==> src/rtl/reg_file_param_if.sv <==
// Register file access bundle: one byte-enabled write port, two registered read ports.
// master drives write/read requests; slave returns read data, valids and addr_err.
interface reg_file_param_if #(
  parameter int DATA_W = 16,
  parameter int DEPTH  = 4
);
  localparam int ADDR_W = (DEPTH > 1) ? $clog2(DEPTH) : 1;
  localparam int BE_W   = DATA_W / 8;

  logic              write_en;
  logic [ADDR_W-1:0] write_adr;
  logic [BE_W-1:0]   write_be;
  logic [DATA_W-1:0] write_data;
  logic              read_en;
  logic [ADDR_W-1:0] read_adr1;
  logic [ADDR_W-1:0] read_adr2;
  logic [DATA_W-1:0] read_data1;
  logic [DATA_W-1:0] read_data2;
  logic              read_valid1;
  logic              read_valid2;
  logic              addr_err;

  modport master (
    output write_en, write_adr, write_be, write_data,
    output read_en, read_adr1, read_adr2,
    input  read_data1, read_data2, read_valid1, read_valid2, addr_err
  );

  modport slave (
    input  write_en, write_adr, write_be, write_data,
    input  read_en, read_adr1, read_adr2,
    output read_data1, read_data2, read_valid1, read_valid2, addr_err
  );
endinterface

==> src/rtl/reg_file_param.sv <==
// 2R1W register file: byte enables, write-first bypass, range check; ZERO_REG_EN hardwires entry 0 to zero.
// Reads return one cycle after read_en; no backpressure, a read and a write may be accepted every cycle.
module reg_file_param #(
  parameter int DATA_W = 16,
  parameter int DEPTH  = 4
) (
  input logic           clk,
  input logic           reset,
  reg_file_param_if.slave bus
);
  localparam int ADDR_W = (DEPTH > 1) ? $clog2(DEPTH) : 1;
  localparam int BE_W   = DATA_W / 8;
  localparam logic [ADDR_W:0] DEPTH_L = (ADDR_W + 1)'(DEPTH);
`ifdef ZERO_REG_EN
  localparam bit ZERO_REG = 1'b1;
`else
  localparam bit ZERO_REG = 1'b0;
`endif

  logic [DATA_W-1:0] mem [DEPTH];

  function automatic logic in_range(input logic [ADDR_W-1:0] adr);
    return ({1'b0, adr} < DEPTH_L);
  endfunction

  function automatic logic is_zero(input logic [ADDR_W-1:0] adr);
    return ZERO_REG && (adr == '0);
  endfunction

  logic              write_ok;
  logic [DATA_W-1:0] wr_cur;
  logic [DATA_W-1:0] wr_merged;
  logic [DATA_W-1:0] rd_nxt1, rd_nxt2;
  logic              vld_nxt1, vld_nxt2;
  logic              err_nxt;

  always_comb begin
    write_ok = bus.write_en && in_range(bus.write_adr) && !is_zero(bus.write_adr);
    wr_cur   = in_range(bus.write_adr) ? mem[bus.write_adr] : '0;
    for (int b = 0; b < BE_W; b++) begin
      wr_merged[8*b +: 8] = bus.write_be[b] ? bus.write_data[8*b +: 8] : wr_cur[8*b +: 8];
    end
  end

  // Write-first: a read hitting the address being written sees the merged value.
  always_comb begin
    rd_nxt1  = '0;
    vld_nxt1 = 1'b0;
    rd_nxt2  = '0;
    vld_nxt2 = 1'b0;
    if (bus.read_en && in_range(bus.read_adr1)) begin
      vld_nxt1 = 1'b1;
      if (is_zero(bus.read_adr1))
        rd_nxt1 = '0;
      else if (write_ok && bus.read_adr1 == bus.write_adr)
        rd_nxt1 = wr_merged;
      else
        rd_nxt1 = mem[bus.read_adr1];
    end
    if (bus.read_en && in_range(bus.read_adr2)) begin
      vld_nxt2 = 1'b1;
      if (is_zero(bus.read_adr2))
        rd_nxt2 = '0;
      else if (write_ok && bus.read_adr2 == bus.write_adr)
        rd_nxt2 = wr_merged;
      else
        rd_nxt2 = mem[bus.read_adr2];
    end
    err_nxt = (bus.write_en && !in_range(bus.write_adr)) ||
              (bus.read_en && (!in_range(bus.read_adr1) || !in_range(bus.read_adr2)));
  end

  always_ff @(posedge clk) begin
    if (reset) begin
      for (int i = 0; i < DEPTH; i++) mem[i] <= '0;
      bus.read_data1  <= '0;
      bus.read_data2  <= '0;
      bus.read_valid1 <= 1'b0;
      bus.read_valid2 <= 1'b0;
      bus.addr_err    <= 1'b0;
    end else begin
      if (write_ok) mem[bus.write_adr] <= wr_merged;
      bus.read_data1  <= rd_nxt1;
      bus.read_data2  <= rd_nxt2;
      bus.read_valid1 <= vld_nxt1;
      bus.read_valid2 <= vld_nxt2;
      bus.addr_err    <= err_nxt;
    end
  end
endmodule

==> src/flat_wrapper.sv <==
// flat-port wrapper written by rule: the top's interface ports become plain ports
module reg_file_param_flat 
#(
  parameter int DATA_W = 16,
  parameter int DEPTH  = 4
)
  (clk, reset, bus_write_en, bus_write_adr, bus_write_be, bus_write_data, bus_read_en, bus_read_adr1, bus_read_adr2, bus_read_data1, bus_read_data2, bus_read_valid1, bus_read_valid2, bus_addr_err);
  reg_file_param_if #(.DATA_W(DATA_W), .DEPTH(DEPTH)) bus_i ();
  input logic clk;
  input logic reset;
  input wire logic [$bits(bus_i.write_en)-1:0] bus_write_en;
  input wire logic [$bits(bus_i.write_adr)-1:0] bus_write_adr;
  input wire logic [$bits(bus_i.write_be)-1:0] bus_write_be;
  input wire logic [$bits(bus_i.write_data)-1:0] bus_write_data;
  input wire logic [$bits(bus_i.read_en)-1:0] bus_read_en;
  input wire logic [$bits(bus_i.read_adr1)-1:0] bus_read_adr1;
  input wire logic [$bits(bus_i.read_adr2)-1:0] bus_read_adr2;
  output wire logic [$bits(bus_i.read_data1)-1:0] bus_read_data1;
  output wire logic [$bits(bus_i.read_data2)-1:0] bus_read_data2;
  output wire logic [$bits(bus_i.read_valid1)-1:0] bus_read_valid1;
  output wire logic [$bits(bus_i.read_valid2)-1:0] bus_read_valid2;
  output wire logic [$bits(bus_i.addr_err)-1:0] bus_addr_err;
  assign bus_i.write_en = bus_write_en;
  assign bus_i.write_adr = bus_write_adr;
  assign bus_i.write_be = bus_write_be;
  assign bus_i.write_data = bus_write_data;
  assign bus_i.read_en = bus_read_en;
  assign bus_i.read_adr1 = bus_read_adr1;
  assign bus_i.read_adr2 = bus_read_adr2;
  assign bus_read_data1 = bus_i.read_data1;
  assign bus_read_data2 = bus_i.read_data2;
  assign bus_read_valid1 = bus_i.read_valid1;
  assign bus_read_valid2 = bus_i.read_valid2;
  assign bus_addr_err = bus_i.addr_err;
  reg_file_param #(.DATA_W(DATA_W), .DEPTH(DEPTH)) u_core (.clk(clk), .reset(reset), .bus(bus_i));
endmodule
==> config.mk <==
export PLATFORM = sky130hd
export DESIGN_NAME = reg_file_param_flat
export DESIGN_NICKNAME = d
export VERILOG_FILES = /design/src/rtl/reg_file_param_if.sv /design/src/rtl/reg_file_param.sv /design/src/flat_wrapper.sv
export SDC_FILE = /design/constraint.sdc
export NUM_CORES = 1
export LEC_CHECK = 0
export ABC_AREA = 0
export CAP_MARGIN = 40
export CORE_ASPECT_RATIO = 0.7
export CORE_UTILIZATION = 40
export DETAILED_ROUTE_END_ITERATION = 7
export PLACE_DENSITY = 0.58
export RECOVER_POWER = 100
export SYNTH_ARGS = -nofsm -noshare
export SYNTH_HDL_FRONTEND = slang
export SYNTH_SLANG_ARGS = --single-unit
==> constraint.sdc <==
create_clock -name clk -period 2.8 [get_ports clk]
set_input_delay 0.56 -clock clk [delete_from_list [all_inputs] [get_ports clk]]
set_output_delay 0.56 -clock clk [all_outputs]
set_load 0.01 [all_outputs]
==> results by group <==
Clock tree
  – CTS Buf Count: 9
  – # resized after CTS: 0
  – TritonCTS clock tree: yes
  – Cts hold-fix bufs: 0
  – Maximum clock insertion buffer count: 2
  – Root Driver: clkbuf_16
  – Clock Latency Late Sink: ~0.34 ns
  – H-tree levels: 3
  – CTS clk-pin slew, worst paths: roughly 0.070 ns
  – Clock sinks: between 90 and 100
  – Setup Buffers After CTS: 0

GRT
  – Total gr overflow: 0
  – GRT Total Usage: 22.1%
  – Pin count of the biggest net entering global routing: 50
  – Initial antenna violation count: 2
  – First-pass GRT wire length: 20300 um
  – Number of global-route vias before repair: ~3400

Layout
  – Design area: 6110 um2
  – Synth-to-Final Area Change: 21.6%
  – Share of layout cells above drive strength 1: 15.4%
  – Commonest non-fill, non-tap cell in the layout: edfxtp_1
  – Commonest cells after routing, fill and taps aside: 64 x edfxtp_1, 52 x nor2_1, 35 x dlygate4sd3_1, 33 x dfxtp_1
  – Final #Nets: roughly 520
  – N_diodes: 0

Min path
  – Type of the worst min-delay path: flip-flop to flip-flop

Route
  – Initial DRC count: 420
  – Routed vias/inst: 5.67
  – Via count: 3722
  – Routed Antenna Nets: 0
  – Wirelength per Cell: approximately 20 um
  – DR pass1 iterations: 5
  – Overall routed net length: approximately 13000 um
  – Number of remaining DRC errors: 0

Critical path
  – Slowest-stage cell, CP: clkbuf_2
  – CP Class: primary input to flip-flop
  – Top delay family on crit path: buffers and inverters
  – Worst EP required: between 3 and 4 ns
  – CP max FO: a little under 50
  – Crit end category: flip-flop
  – Worst EP arrival: roughly 2.6 ns
  – Bufs and invs on worst path: 3
  – Worst setup SP type: primary input
  – Crit-path cells: clkdlybuf4s50_1 -> buf_4 -> nor2b_2 -> clkbuf_2 -> nand3_1 -> o21ai_0
  – CP max stage delay: about 0.74 ns
  – R2R setup slack: around 1.5 ns

STA
  – Final setup vio count: 0
  – Final Skew: around 0.0043 ns
  – Total negative slack: 0 ns
  – Rel. slew slack: 34.4%
  – RSZ-0062 raised after global routing: no
  – Period utilisation layout: a little over four fifths
  – Post-layout min period: 2.35 ns
  – Fin. max-slew vios: 0
  – Final Hold Fails: 0
  – Worst-margin pin slew: 0.984 ns
  – Max frequency: 0.426 GHz

Yosys
  – Seq cells post-synth: a little under 100
  – Syn avg cell area: ~12 um2
  – Syn. warnings: 0
  – Synth top area share: roughly two fifths
  – Largest area contributor in the netlist: edfxtp_1
  – Sequential share of the synthesized area: between 50% and 60%
  – Post-Syn Area: 5020 um2
  – Syn_nets: ~460
  – Ranking of synthesized cells by area: edfxtp_1 38%, mux4_2 14%, dfxtp_1 13%
  – Cells after Synth: around 440
  – Post-synth cell types: 31

Pwr
  – Pwr/cell area: about 540 nW/um2
  – LEAKAGE: between 0.002 and 0.0025 uW
  – VDD IR-drop max: ~0.00031 V

Floorplanning
  – Ports: 63
  – Die Wd: approximately 140 um
  – DIE HEIGHT: approximately 96 um
  – Die area: approximately 13000 um2
  – Row cnt: 33
  – Core area: approximately 12000 um2
  – Starting Density: between 40% and 50%

Place
  – DP Wirelength: between 9000 and 10000 um
  – GP Congestion: slightly above 0.8
  – Placed Area: 5860 um2
  – Port bufs: ~60

Status
  – Status: finished, final reports clean

Flow run
  – Max-Cap Viols: 0
==> cell families after synthesis <==
kind of cell | after synthesis | share of synthesized area [%]
and+or+nand+nor | 135 | 13.2
xor gates and xnor gates | 2 | 0.349
DFF | 97 | 51.4
other | 1 | 0.0746
muxes | 64 | 20.7
buffers and inverters | 71 | 6.38
AOI/OAI and AO/OA | 66 | 7.87
==> tightest hold or removal path: stages, from the launching register on <==
cell	delay, ns
edfxtp_1	0.36
mux4_2	0.23
nand4_1	0.09
o21ai_0	0.07
==> per-stage QoR <==
step           hold slack, ns  power [uW]  std cells  setup WS (ns)  utilization [%]
2_1_floorplan           0.691        1950        436          0.524                -
3_3_place_gp            0.754        2140        641          0.393             48.9
3_5_place_dp            0.759        2150        641          0.372             48.9
4_1_cts                 0.776        3320        657          0.727             51.3
5_1_grt                 0.818        3400        657          0.339             51.0
6_report                0.780        3280        657          0.451             51.0
==> flip-flops by register name, summed over array words and instances (netlist names) <==
register,count
u_core.bus.read_valid1,1
u_core.bus.read_data2,16
u_core.bus.read_data1,16
u_core.mem,64
==> path summary, 6_finish.rpt <==
path                                  startpoint  cells after the start                        end
worst min register to register  u_core.mem[3][1]                      3   u_core.bus.read_data1[1]
worst max-delay path                       reset                      6  u_core.bus.read_data1[13]
worst max register to register  u_core.mem[3][4]                      3   u_core.bus.read_data1[4]
worst min-delay path            u_core.mem[3][1]                      3   u_core.bus.read_data1[1]
==> metal layers <==
metal | global-route usage, % | part of all wire [%] | vias up
met5 | 0 | 0 | -
met4 | 5.37 | 1.2 | 0
met3 | 6.48 | 10 | 18
met2 | 32.8 | 43 | 183
met1 | 31.6 | 45 | 1782
li1 | - | - | 1739
==> cell usage after synthesis <==
library cell  count
nor2_1           52
and2_1            3
nand2_1          18
a22oi_1          15
o21ai_0          32
nor2b_1           3
clkbuf_1         20
nand4_1          32
a221oi_1          1
mux4_2           32
mux2i_1          32
nand4b_1          1
a21oi_1          15
conb_1            1
nand4b_2          1
nor3_1            2
nand2b_1          4
or3b_1            1
dfxtp_1          33
edfxtp_1         64
clkbuf_2          1
o2111ai_2         2
buf_2             9
and2_4            1
or3_1             1
inv_1            32
buf_6             2
xnor2_1           2
a31o_2            1
nand3_1          16
buf_4             7
==> power by group <==
group	internal, uW	total (uW)	switching [uW]
combinational	212	462	250
clock	638	1170	536
sequential	1600	1640	43.3
==> final cells by class <==
type / instances / area, um2
Fill cell: 1048 / 5860
Sequential cell: 97 / 2580
Multi-Input combinational cell: 268 / 2120
Timing Repair Buffer: 87 / 802
Clock buffer: 10 / 239
Tap cell: 157 / 196
Inverter: 32 / 120
Clock inverter: 6 / 46.3
(Power assumes the default switching activity.)
==> variant, RTL diff (same flow settings) <==
`DEPTH` is set to 4 in 3 places; all go to 8.
--- a/src/rtl/reg_file_param_if.sv
+++ b/src/rtl/reg_file_param_if.sv
@@ -4,3 +4,3 @@
   parameter int DATA_W = 16,
-  parameter int DEPTH  = 4
+  parameter int DEPTH  = 8
 );
--- a/src/rtl/reg_file_param.sv
+++ b/src/rtl/reg_file_param.sv
@@ -4,3 +4,3 @@
   parameter int DATA_W = 16,
-  parameter int DEPTH  = 4
+  parameter int DEPTH  = 8
 ) (
--- a/src/flat_wrapper.sv
+++ b/src/flat_wrapper.sv
@@ -4,3 +4,3 @@
   parameter int DATA_W = 16,
-  parameter int DEPTH  = 4
+  parameter int DEPTH  = 8
 )
Ports: changed (resized bus_read_adr1, bus_read_adr2 and bus_write_adr); port bits go from 63 to 66. No check against the original RTL was run, so the function may have changed too.
==> variant against the original RTL <==
- sequential share of layout area increased by 0.47 points
- combinational power is 91% higher
- final cell count grew 56%
- clock power up 100%
- worst setup slack worse by 140 ps
- wire length increased by 100%
- first-iteration DRC count grew 76%
- design area up 72%
- area after synthesis rose by 77%
- sequential cell count up 64
- total power increased by 83%
- non-clock buffer count grew 30
- critical endpoint is now u_core.mem[3][8]$_SDFFCE_PN0P_
- largest cell class unchanged
- largest power group unchanged
==> variant: results (changes against the original RTL) <==
[run_status]
status=completed  ; unchanged

[clock_network]
insertion_delay_ps=440  ; was 340 ps
root_buffer=clkbuf_16  ; unchanged
post-cts-setup-buffers=0  ; unchanged
clockBufferDepth=2  ; unchanged
cts_buffers=17  ; was 9
clkTransAtPathRegs_ps=70  ; about the same
cts_htree_levels=4  ; was 3
cts_resized=0  ; unchanged

[final_layout]
final_layout_size_suffix_gt1_share_pct=21.7  ; was 15.4%
fin_nets=759  ; was 523
nFillCells=1920  ; was 1,048
reg_top3=u_core.mem (128), u_core.bus.read_data1 (16), u_core.bus.read_data2 (16)  ; was u_core.mem (64), u_core.bus.read_data1 (16), u_core.bus.read_data2 (16)
antennaDiodeCount=0  ; unchanged

[min_path]
hp-class=flip-flop to flip-flop  ; unchanged

[power_and_ir_drop]
ir_drop_mv=0.408  ; was 0.309 mV
power_leakage_nw=3.93  ; was 2.42 nW

[detailed_routing]
ant_nets=0  ; unchanged
drt-initial-drc-count=740  ; was 420
wl_um=27000  ; was 13,500 µm
via_per_inst=6.10  ; was 5.67

[worst_setup_path]
crit_arrival_ps=2550  ; was 2600 ps
cp_slowest_cell=clkbuf_1  ; was clkbuf_2
critPathMaxFanout=10  ; was 49
cpLargestDelayFamily=buffers and inverters  ; unchanged
cpPeakStageDelay_ps=680  ; was 740 ps

[placed_design]
io_buffers=64  ; was 61
gp_congestion=0.808  ; was 0.806
dp_hpwl_um=16800  ; was 9570 µm

[sta]
skew_ps=12.3  ; was 4.34 ps
relSlewSlack_pct=41.0  ; was 34.4%

[yosys]
yosys_warnings=0  ; unchanged
ys.flop_type=edfxtp_1  ; unchanged
ys_types=30  ; was 31
yosys-top-cells-count=133 x nor2_1, 128 x edfxtp_1, 92 x mux2i_1, 65 x mux4_2, 54 x o22ai_1  ; was 64 x edfxtp_1, 52 x nor2_1, 33 x dfxtp_1
syn-num-nets=678  ; was 464
synth-seq-area-share_pct=50.7  ; was 51.4%
synth_edf_count=128  ; was 64
synth_area_leaders=edfxtp_1 43%, mux4_2 16%, mux2i_1 10%  ; was edfxtp_1 38%, mux4_2 14%, dfxtp_1 13%
async_flop_share_pct=0  ; unchanged

[grt]
grt_start_max_net_pins=48  ; was 50
antenna_found_initial=0  ; was 2
track_usage_pct=24.8  ; was 22.1%
first_global_vias=6390  ; was 3,446
grt_pass1_wl_um=40700  ; was 20,300 µm

variant: changes by cell type after synthesis, sizes merged, moves of 15 or more:
| cell | unedited run | this run |
|---|---|---|
| a22oi | 15 | 0 |
| buf | 18 | 34 |
| edfxtp | 64 | 128 |
| inv | 32 | 1 |
| mux2i | 32 | 92 |
| mux4 | 32 | 65 |
| nand2b | 4 | 30 |
| nand4 | 32 | 3 |
| nor2 | 52 | 133 |
| o21ai | 32 | 2 |
| o22ai | 0 | 60 |
| o31ai | 0 | 15 |
variant: power by group:
group          internal, W  leakage [nW]  switching (W)  total, W
Clock              0.00132         0.286        0.00103   0.00236
Sequential         0.00269          1.60      0.0000690   0.00276
Combinational     0.000400          2.04       0.000481  0.000881
variant: worst paths after layout:
check                                                     start                                    to  slack, ps  cells after the start
worst max-delay path                                      reset        u_core.mem[3][8]$_SDFFCE_PN0P_        310                      5
worst min-delay path            u_core.mem[2][14]$_SDFFCE_PN0P_  u_core.bus.read_data2[14]$_SDFF_PP0_        800                      3
worst max register to register   u_core.mem[1][5]$_SDFFCE_PN0P_        u_core.mem[4][5]$_SDFFCE_PN0P_       1040                      4
worst min register to register  u_core.mem[2][14]$_SDFFCE_PN0P_  u_core.bus.read_data2[14]$_SDFF_PP0_        800                      3
variant: logic make-up after synthesis:
family	Yosys count	synth area share, %
flip-flops	161	50.7
multiplexers	159	27.1
AO/OA/AOI/OAI	81	8.66
XOR/XNOR	6	0.592
buffers and inverters	56	3.76
AND/OR/NAND/NOR	183	9.12
other	1	0.0422
variant: layout make-up:
class,count,area [µm²],share of cell area (%)
multi-input cells,430,3990,37.9
inverters,1,3.75,0.0356
clock inverters,15,156,1.48
well taps,282,353,3.35
repair buffers,117,1100,10.5
flip-flops and latches,161,4500,42.7
clock buffers,17,425,4.04
variant: per-layer routing:
layer	global-route usage, %	part of all wire (%)	vias to the layer above	wire, µm
met5	0	0	-	0
met2	39.3	46	338	12500
met4	9.05	1.9	0	520
li1	-	-	2678	-
met3	7.38	9.2	49	2480
met1	32.5	42	3179	11400
variant: worst reg2reg max path: cells and delay by family, from the launching register on:
kind,cells,cell delay [ps]
AO/OA/AOI/OAI,2,760
AND/OR/NAND/NOR,1,90
flip-flops,1,420
multiplexers,1,210
variant: through the flow:
step	cells	setup WS (ps)	area, µm²	power, W
3_5_place_dp	991	128	10100	0.00372
2_1_floorplan	647	640	8880	0.00338
3_3_place_gp	991	204	10100	0.00370
5_1_grt	1023	239	10500	0.00620
6_report	1023	314	10500	0.00600
4_1_cts	1023	588	10600	0.00606
